<file path="config.mk">
export PLATFORM = sky130hd
export DESIGN_NAME = led_sequence_arbiter
export DESIGN_NICKNAME = d
export VERILOG_FILES = /design/src/rtl/led_sequence_arbiter_pkg.sv /design/src/rtl/led_sequence_arbiter_pattern_buffer.sv /design/src/rtl/led_sequence_arbiter.sv
export SDC_FILE = /design/constraint.sdc
export NUM_CORES = 1
export LEC_CHECK = 0
export ABC_AREA = 1
export BUFFER_PORTS_ARGS = -buffer_cell sky130_fd_sc_hd__buf_2
export CAP_MARGIN = 25
export CORE_MARGIN = 5
export CORE_UTILIZATION = 45
export CTS_CLUSTER_DIAMETER = 50
export CTS_CLUSTER_SIZE = 14
export DETAILED_ROUTE_END_ITERATION = 8
export HOLD_SLACK_MARGIN = 0.1
export PLACE_DENSITY = 0.57
export SLEW_MARGIN = 20
export SYNTH_ARGS = -nofsm -noshare
export SYNTH_HDL_FRONTEND = slang
export SYNTH_SLANG_ARGS = --single-unit
</file>
<file path="constraint.sdc">
create_clock -name clock -period 4.8 [get_ports clock]
set_clock_uncertainty 0.2 [all_clocks]
set_input_delay 0.24 -clock clock [delete_from_list [all_inputs] [get_ports clock]]
set_output_delay 0.24 -clock clock [all_outputs]
set_load 0.05 [all_outputs]
</file>
<file path="src/rtl/led_sequence_arbiter_pkg.sv">
// Shared definitions for the LED sequence arbiter: color codes, FSM states
// and the color-to-LED decode used by both the arbiter and its testbench.
package led_sequence_arbiter_pkg;

  localparam logic [1:0] COLOR_RED    = 2'b00;
  localparam logic [1:0] COLOR_BLUE   = 2'b01;
  localparam logic [1:0] COLOR_GREEN  = 2'b10;
  localparam logic [1:0] COLOR_YELLOW = 2'b11;

  typedef enum logic [1:0] {
    IDLE     = 2'b00,
    PLAY_ON  = 2'b01,
    PLAY_GAP = 2'b10,
    ECHO     = 2'b11
  } state_t;

  // LED vector bit order is {yellow, green, blue, red}
  function automatic logic [3:0] led_decode(input logic [1:0] color);
    logic [3:0] leds;
    leds = 4'b0000;
    case (color)
      COLOR_RED:    leds = 4'b0001;
      COLOR_BLUE:   leds = 4'b0010;
      COLOR_GREEN:  leds = 4'b0100;
      COLOR_YELLOW: leds = 4'b1000;
      default:      leds = 4'b0000;
    endcase
    return leds;
  endfunction

endpackage

</file>
<file path="src/rtl/led_sequence_arbiter_pattern_buffer.sv">
// Pattern storage for sequence playback: an append-only color list with a
// length counter, a full flag, a synchronous clear and an async read port.
module pattern_buffer #(
  parameter int DEPTH = 32
) (
  input  logic                       clock,
  input  logic                       reset,
  input  logic                       clear,
  input  logic                       push_valid,
  input  logic [1:0]                 push_color,
  output logic                       push_ready,
  output logic [$clog2(DEPTH):0]     length,
  input  logic [$clog2(DEPTH)-1:0]   rd_idx,
  output logic [1:0]                 rd_color
);

  localparam int IDX_W = $clog2(DEPTH);
  localparam int LEN_W = IDX_W + 1;

  logic [1:0] mem [DEPTH];
  logic       full;
  logic       wr_en;

  assign full       = (length == LEN_W'(DEPTH));
  assign push_ready = ~full;
  assign wr_en      = push_valid & ~full & ~clear;
  assign rd_color   = mem[rd_idx];

  // Length counter: clear wins over a same-cycle push, pushes when full are dropped
  always_ff @(posedge clock or posedge reset) begin
    if (reset) begin
      length <= '0;
    end else if (clear) begin
      length <= '0;
    end else if (wr_en) begin
      length <= length + LEN_W'(1);
    end
  end

  // Color storage written at the current tail; contents need no reset
  always_ff @(posedge clock) begin
    if (wr_en) begin
      mem[length[IDX_W-1:0]] <= push_color;
    end
  end

endmodule

</file>
<file path="src/rtl/led_sequence_arbiter.sv">
// Owns the four game LEDs and shares them between CPU-driven pattern
// playback and short button-echo flashes, with hardware-timed on/gap phases.
module led_sequence_arbiter
  import led_sequence_arbiter_pkg::*;
#(
  parameter int DEPTH       = 32,
  parameter int ON_CYCLES   = 25000000,
  parameter int GAP_CYCLES  = 12500000,
  parameter int ECHO_CYCLES = 10000000,
  parameter int CNT_W       = 25
) (
  input  logic                   clock,
  input  logic                   reset,
  input  logic                   push_valid,
  input  logic [1:0]             push_color,
  output logic                   push_ready,
  input  logic                   clear,
  input  logic                   start,
  input  logic                   echo_valid,
  input  logic [1:0]             echo_color,
  output logic                   echo_ready,
  output logic                   busy,
  output logic                   done,
  output logic [$clog2(DEPTH):0] length,
  output logic                   red_led,
  output logic                   blue_led,
  output logic                   green_led,
  output logic                   yellow_led
);

  localparam int IDX_W = $clog2(DEPTH);
  localparam int LEN_W = IDX_W + 1;
  localparam logic [CNT_W-1:0] ON_LAST   = CNT_W'(ON_CYCLES - 1);
  localparam logic [CNT_W-1:0] GAP_LAST  = CNT_W'(GAP_CYCLES - 1);
  localparam logic [CNT_W-1:0] ECHO_LAST = CNT_W'(ECHO_CYCLES - 1);

  state_t           state, state_n;
  logic [CNT_W-1:0] timer, timer_n;
  logic [IDX_W-1:0] idx, idx_n;
  logic [LEN_W-1:0] play_len, play_len_n;
  logic             pending, pending_n;
  logic [1:0]       echo_col, echo_col_n;
  logic [3:0]       leds, leds_n;
  logic             done_n;
  logic [1:0]       cur_color;

  pattern_buffer #(.DEPTH(DEPTH)) u_buffer (
    .clock      (clock),
    .reset      (reset),
    .clear      (clear),
    .push_valid (push_valid),
    .push_color (push_color),
    .push_ready (push_ready),
    .length     (length),
    .rd_idx     (idx),
    .rd_color   (cur_color)
  );

  assign busy       = (state != IDLE) | pending;
  assign red_led    = leds[0];
  assign blue_led   = leds[1];
  assign green_led  = leds[2];
  assign yellow_led = leds[3];

  // State, sequencing registers and the registered LED/done outputs
  always_ff @(posedge clock or posedge reset) begin
    if (reset) begin
      state    <= IDLE;
      timer    <= '0;
      idx      <= '0;
      play_len <= '0;
      pending  <= 1'b0;
      echo_col <= COLOR_RED;
      leds     <= 4'b0000;
      done     <= 1'b0;
    end else begin
      state    <= state_n;
      timer    <= timer_n;
      idx      <= idx_n;
      play_len <= play_len_n;
      pending  <= pending_n;
      echo_col <= echo_col_n;
      leds     <= leds_n;
      done     <= done_n;
    end
  end

  // Next-state logic; LEDs follow the current state one cycle later, and the timer restarts on every state entry
  always_comb begin
    state_n    = state;
    timer_n    = '0;
    idx_n      = idx;
    play_len_n = play_len;
    pending_n  = pending;
    echo_col_n = echo_col;
    done_n     = 1'b0;
    echo_ready = 1'b0;
    leds_n     = 4'b0000;

    case (state)
      PLAY_ON: leds_n = led_decode(cur_color);
      ECHO:    leds_n = led_decode(echo_col);
      default: leds_n = 4'b0000;
    endcase

    if (clear) begin
      state_n   = IDLE;
      pending_n = 1'b0;
      leds_n    = 4'b0000;
    end else begin
      case (state)
        IDLE: begin
          if (start || pending) begin
            pending_n = 1'b0;
            if (length == '0) begin
              done_n = 1'b1;
            end else begin
              play_len_n = length;
              idx_n      = '0;
              state_n    = PLAY_ON;
            end
          end else if (echo_valid) begin
            echo_ready = 1'b1;
            echo_col_n = echo_color;
            state_n    = ECHO;
          end
        end
        PLAY_ON: begin
          if (timer == ON_LAST) state_n = PLAY_GAP;
          else                  timer_n = timer + CNT_W'(1);
        end
        PLAY_GAP: begin
          if (timer == GAP_LAST) begin
            if ((LEN_W'(idx) + LEN_W'(1)) == play_len) begin
              state_n = IDLE;
              done_n  = 1'b1;
            end else begin
              idx_n   = idx + IDX_W'(1);
              state_n = PLAY_ON;
            end
          end else begin
            timer_n = timer + CNT_W'(1);
          end
        end
        ECHO: begin
          if (start) pending_n = 1'b1;
          if (timer == ECHO_LAST) state_n = IDLE;
          else                    timer_n = timer + CNT_W'(1);
        end
        default: state_n = IDLE;
      endcase
    end
  end

endmodule
</file>
# After elaboration in Yosys (flattened, before gate mapping)
# Memory sizes are Yosys's and may differ from the RTL's.
# Index checks and enable logic that the tools add are counted.
word_totals:
  ff_bits: 52
  ramBits: 64
  in_bits: 10
  out_inout_bits: 14
  wordCells: 101
  n_memories: 1
memory_table:
  columns: ["name", "depth", "width", "rd", "rd_clocked_by_memory_dff", "wr", "line", "rtl"]
  rows:
  - ["u_buffer.mem", 32, 2, 1, 0, 1, "led_sequence_arbiter_pattern_buffer.sv:20", "logic [1:0] mem [DEPTH];"]
op_classes:
  n_addsub: 4
  n_eq_ne: 25
  mux: 41
  bitwise_logic: 7
  reduce_logical: 14
op_table:
  columns: ["op", "n"]
  rows:
  - ["$mux W25", 4]
  - ["$pmux W25 S3", 1]
  - ["$eq A25 B24 Y1 const B", 2]
  - ["$pmux W4 S4", 2]
  - ["$add A25 B1 Y25 const B", 1]
  - ["$eq A25 B25 Y1 const B", 1]
  - ["$mux W5", 4]
  - ["$mux W1", 15]
  - ["$ne A3 B3 Y1 const B", 5]
  - ["$mux W2", 7]
  - ["$eq A2 B2 Y1 const B", 6]
  - ["$mux W6", 2]
  - ["$pmux W5 S2", 1]
  - ["$ne A2 B2 Y1 const B", 4]
  - ["$ne A4 B4 Y1 const B", 2]
  - ["$pmux W2 S4", 1]
  - ["$pmux W4 S2", 1]
  - ["$reduce_and A4 Y1", 2]
  - ["$add A5 B1 Y6 const B", 1]
  - ["$add A6 B1 Y6 const B", 1]
  - ["$eq A2 B1 Y1 const B", 3]
  - ["$eq A6 B6 Y1", 1]
  - ["$eq A6 B6 Y1 const B", 1]
  - ["$logic_not A2 Y1", 3]
  - ["13 further kinds", 20]

# Longest topological paths before layout
logic_depth:
  word_depth: 6
  ltp_mapped: 13
  ltp_nobuf: 12

# By module
# Synthesis repeated with hierarchy kept, for this count alone.
unflattened:
  hier_cells: 731
  area_unflattened_um2: 6049.6
by_module_without_submodules:
  columns: ["module", "instances", "cells_each", "area_per_inst_um2", "seq_area_each_um2"]
  rows:
  - ["pattern_buffer", 1, 309, 3175.5, 2072.0]
  - ["led_sequence_arbiter", 1, 422, 2874.0, 1151.1]

# Least setup slack after synthesis
# OpenSTA, ideal clock, no wires.
synth_path:
  kind: "register to register"
  from: "reg u_buffer.length[0]"
  to: "mem u_buffer.mem[10][0], enable pin"
  setup_ns: 0.310
  arrival_time_ns: 2.312
  required_ns: 4.290
  path_slack_ns: 1.979
  stages_incl_launch_ff: 8
  n_path_buf: 0
  synth_period_minus_slack_ns: 2.821
  path_cell_list: "dfrtp_1 -> inv_1 -> ha_1 -> nand4_1 -> nand2_1 -> nor2_1 -> nand2_1 -> nor2_1"
synth_between:
  elab_chain_len: 6
synth_lines:
  columns: ["item", "line", "rtl"]
  rows:
  - ["from (decl)", "led_sequence_arbiter_pattern_buffer.sv:12", "output logic [$clog2(DEPTH):0] length,"]
  - ["from (signal assigned)", "led_sequence_arbiter_pattern_buffer.sv:36", "length <= length + LEN_W'(1);"]
  - ["$eq A6 B6 Y1", "led_sequence_arbiter_pattern_buffer.sv:24", "assign full = (length == LEN_W'(DEPTH));"]
  - ["$not A1 Y1", null, null]
  - ["via push_ready", "led_sequence_arbiter.sv:16", "output logic push_ready,"]
  - ["$and A1 B1 Y1 (2 in a row)", "led_sequence_arbiter_pattern_buffer.sv:26", "assign wr_en = push_valid & ~full & ~clear;"]
  - ["$mux W1", "led_sequence_arbiter_pattern_buffer.sv:42", "if (wr_en) begin"]
  - ["$mux W1 (not written as such)", "led_sequence_arbiter_pattern_buffer.sv:43", "mem[length[IDX_W-1:0]] <= push_color;"]
  - ["to (decl)", "led_sequence_arbiter_pattern_buffer.sv:20", null]
# The timed path passes the listed nets, and every way through them passes these cells.

# Worst setup path after layout
layout_path:
  from: "reg idx[0]"
  to: "reg leds[2]"
layout_between:
  elab_chain_len: 5
  word_cells_on_any_way: 8
  cone_classes: "3 x eq/ne; 3 x mux; 1 x reduce/logical; 1 x memory"
layout_lines:
  columns: ["item", "line", "rtl"]
  rows:
  - ["from (decl)", "led_sequence_arbiter.sv:39", "logic [IDX_W-1:0] idx, idx_n;"]
  - ["from (signal assigned)", "led_sequence_arbiter.sv:79", "idx <= idx_n;"]
  - ["$mem_v2 Z32 W2 (*)", null, null]
  - ["$eq A2 B2 Y1, or another cell as far along", "led_sequence_arbiter_pkg.sv:21", "case (color)"]
  - ["$pmux W4 S4 (*)", "led_sequence_arbiter_pkg.sv:21", null]
  - ["$pmux W4 S2 (*)", "led_sequence_arbiter.sv:100", "case (state)"]
  - ["$mux W4 (*)", "led_sequence_arbiter.sv:106", "if (clear) begin"]
  - ["via leds_n[2]", "led_sequence_arbiter.sv:43", "logic [3:0] leds, leds_n;"]
  - ["to (signal assigned)", "led_sequence_arbiter.sv:83", "leds <= leds_n;"]
  - ["to (decl)", "led_sequence_arbiter.sv:43", null]
# The timed path passes the listed nets; every way through them passes the cells marked *.
# A chain may end at the register's enable or synchronous reset.

==> summary.md <==
| Metric | Value |
|---|---|
| Outcome | `finished, final reports clean` |
| Synth cell types | `34` |
| Tcrit/Tclk final | `0.671` |
| Crit Reg-Reg Endpoint | `leds[2]` |
| YS warnings | `0` |
| H-tree Lvls | `4` |
| Tmin final | `3.22 ns` |
| Clk buf depth | `2` |
| Sequential Area | `3220 µm²` |
| Most frequent cell on the critical path | `nand2_1` |
| Setup TNS | `0 ns` |
| Worst Setup EP | `leds[2]` |
| Initial DRC Count | `529` |
| Final nets | `856` |
| Total die area | `16,700 µm²` |
| Wire per inst | `17.0 µm` |
| Worst endpoint required time | `4.94 ns` |
| Startpoint types | `register` |
| Routed wl met3 | `1.00 mm` |
| Cell taking the most area after synthesis | `edfxtp_1` |
| Share of cells above drive strength 1 | `0.101` |
| Tot GR Track Use | `0.224` |
| Syn Nets | `817` |
| Vias in the first global route | `5,287` |
| Worst slew pin tran | `1.01 ns` |
| Leak | `3.23 nW` |
| Vias per cell | `5.36` |
| Inserted Clock Buffers | `17` |
| Final wirelength | `17.6 mm` |
| Met2 wire length | `7.47 mm` |
| Setup CP Type | `reg -> reg` |
| Top FF cell, synth | `edfxtp_1` |
| Area grow syn2layout | `16.7%` |
| CP Launch Point | `idx[0]` |
| Cts repair resizes | `0` |
| Hold_buf cts | `12` |
| Top Layer Used | `met4` |
| First-pass GRT wire length | `28.6 mm` |
| DRT antenna net count | `0` |
| Pwr Total | `3.17 mW` |
| CP Cell Sequence | `buf_4, clkinv_1, nand2_1, nand3_1, nand2_1, nand2_1, nand2_1, nand3_1, nand2_1, nand3_1, a21oi_1` |
| Worst path depth | `11` |
| Initial antenna violation count | `0` |
| Mean post-synth cell area | `7.96 µm²` |
| Post-CTS Setup Bufs | `0` |
| CP Buf/Inv Count | `2` |
| Gr ovfl total | `0` |
| Die Wd | `129 µm` |
| Max rail drop VDD | `261 µV` |
| Root buffer cell | `clkbuf_16` |
| Critical path arrival | `3.35 ns` |
| Count leader, synth | `nand2_1` |
| # clock sinks | `116` |
| Sequential element share of the synthesized area | `0.505` |
| Core footprint | `13,900 µm²` |
| Peak per-stage delay on the critical path | `0.94 ns` |
| Unrepaired setup endpoints after global routing | `false` |
| Post-Syn Area | `6380 µm²` |
| Buffers on Ports | `23` |
| Clock transition at path regs | `0.06 ns` |
| CP max FO | `48` |
| Top delay family on crit path | `buffers and inverters` |
| Via count | `5,533` |
| Commonest cells in the netlist | `246 x nand2_1, 101 x nor2_1, 86 x nand3_1` |
| Clk Latency, worst-skew pair | `0.42 ns` |
| Max frequency | `0.311 GHz` |
| DRC errors left | `0` |
| Final Max Slew Viols | `0` |
| Asr flop ratio synth | `0.448` |
| FF+latch count, synth | `116` |
| Initial Util | `0.459` |
| Diode count | `0` |
| CP endpoint kind | `register` |
| Post-synth EDFFs | `64` |
| Crit-path slowest cell | `clkinv_1` |
| Ranking of synthesized cells by area | `edfxtp_1 30%, dfrtp_1 20%, nand2_1 14%` |
| Core Rows | `43` |
| Max cap viols | `0` |
| Final setup fails | `0` |
| Met1 WL | `8.91 mm` |
| Drt first pass iters | `5` |
| Worst r2r src | `idx[0]` |
| Largest net degree at the start of global routing | `49` |
| Multi-input gate area | `2730 µm²` |
| Final hold viol count | `0` |
| R2R setup slack | `1.58 ns` |
| FF-to-FF path depth | `11` |
| I/O Pins | `24` |
| Hpwl dp | `12.8 mm` |
| Gpl congestion | `0.916` |
| Die height | `129 µm` |
| CTS tree | `yes` |
| Hold Path Class | `in -> async` |
| P per Cell Area | `426 nW/µm²` |
| Top cell type's share of synthesized area | `0.301` |
| Mapped Cells | `801` |
| Fillers | `1,343` |
| Max_slew headroom | `0.324` |
==> registers in the layout, indices dropped and copies added (netlist names) <==
register	flops
done	1
echo_col	2
idx	5
leds	4
pending	1
play_len	6
state	2
timer	25
u_buffer.length	6
u_buffer.mem	64
==> logic make-up (layout without fill, tap and decap cells) <==
logic type | Yosys count | count (layout) | synth area share
fa+ha+maj | 6 | 6 | 0.0118
xor+xnor | 24 | 24 | 0.0330
flops | 116 | 116 | 0.505
buf+inv | 108 | 160 | 0.0671
simple gates | 500 | 500 | 0.343
compound gates | 47 | 47 | 0.0402
==> routing by layer <==
metal,global-route usage,vias up
li1,-,2690
met1,0.342,2665
met2,0.318,163
met3,0.0540,15
met4,0.0611,0
met5,0,-
==> power by group <==
group | leakage, nW | internal (mW) | switching [mW]
logic | 1.64 | 0.196 | 0.466
registers | 1.29 | 1.10 | 0.0595
clock network | 0.296 | 0.872 | 0.479
total | 3.23 | 2.17 | 1.00
==> cells in the final DEF, fill, tap and decap left out, types with 2 or more instances in the layout <==
| cell type | Yosys | layout |
|---|---|---|
| nand2_1 | 246 | 246 |
| nor2_1 | 101 | 101 |
| nand3_1 | 86 | 86 |
| inv_1 | 80 | 79 |
| edfxtp_1 | 64 | 64 |
| dfrtp_1 | 52 | 52 |
| o21ai_0 | 25 | 25 |
| buf_2 | 9 | 23 |
| xor2_1 | 22 | 22 |
| nor3_1 | 20 | 20 |
| a21oi_1 | 17 | 17 |
| clkbuf_16 | 0 | 17 |
| nand4_1 | 15 | 15 |
| dlygate4sd3_1 | 0 | 12 |
| nand3b_1 | 8 | 8 |
| inv_2 | 6 | 7 |
| ha_1 | 6 | 6 |
| nand2_2 | 5 | 5 |
| clkinv_1 | 3 | 5 |
| bufinv_16 | 0 | 4 |
| inv_6 | 0 | 4 |
| nand3_2 | 3 | 3 |
| nor2_4 | 3 | 3 |
| nor4_1 | 3 | 3 |
| nor3_2 | 3 | 3 |
| or2_2 | 3 | 3 |
| clkinvlp_4 | 0 | 3 |
| nand2_4 | 2 | 2 |
| nor2_2 | 2 | 2 |
| xnor2_1 | 2 | 2 |
| clkinv_4 | 0 | 2 |
| buf_16 | 0 | 2 |
==> stage by stage <==
step	std cells	util	area, µm²	setup slack (ns)	hold slack (ns)
CTS	1032	0.536	7430	1.60	0.124
floorplan	801	-	6380	1.98	0.139
finish	1033	0.536	7440	1.58	0.125
detailed placement	988	0.482	6690	1.61	0.0132
global route	1033	0.536	7440	1.33	0.142
global placement	986	0.478	6630	1.67	0.241
==> worst reg2reg max path: stages (launching register included) <==
cell and delay (ns):
dfrtp_1 0.32, buf_4 0.41, clkinv_1 0.94, nand2_1 0.29, nand3_1 0.13, nand2_1 0.14, nand2_1 0.07, nand2_1 0.10
nand3_1 0.07, nand2_1 0.13, nand3_1 0.14, a21oi_1 0.20
==> worst min-delay path by stage <==
stage,start,to,slack (ns),depth (start not counted)
global placement,echo_color[0],echo_col[0],0.24,3
global route,reset,echo_col[1],0.14,3
detailed placement,reset,echo_col[0],0.01,2
floorplan,push_color[0],u_buffer.mem[0][0],0.14,0
CTS,reset,echo_col[0],0.12,3
finish,reset,echo_col[0],0.12,3
==> area by class of cell <==
type,instances,area share
Clock inverter,15,0.0272
Timing Repair Buffer,39,0.0407
Inverter,89,0.0449
Sequential cell,116,0.433
Clock buffer,17,0.0572
Multi-Input combinational cell,577,0.366
Tap cell,180,0.0303
(Power assumes the default switching activity.)
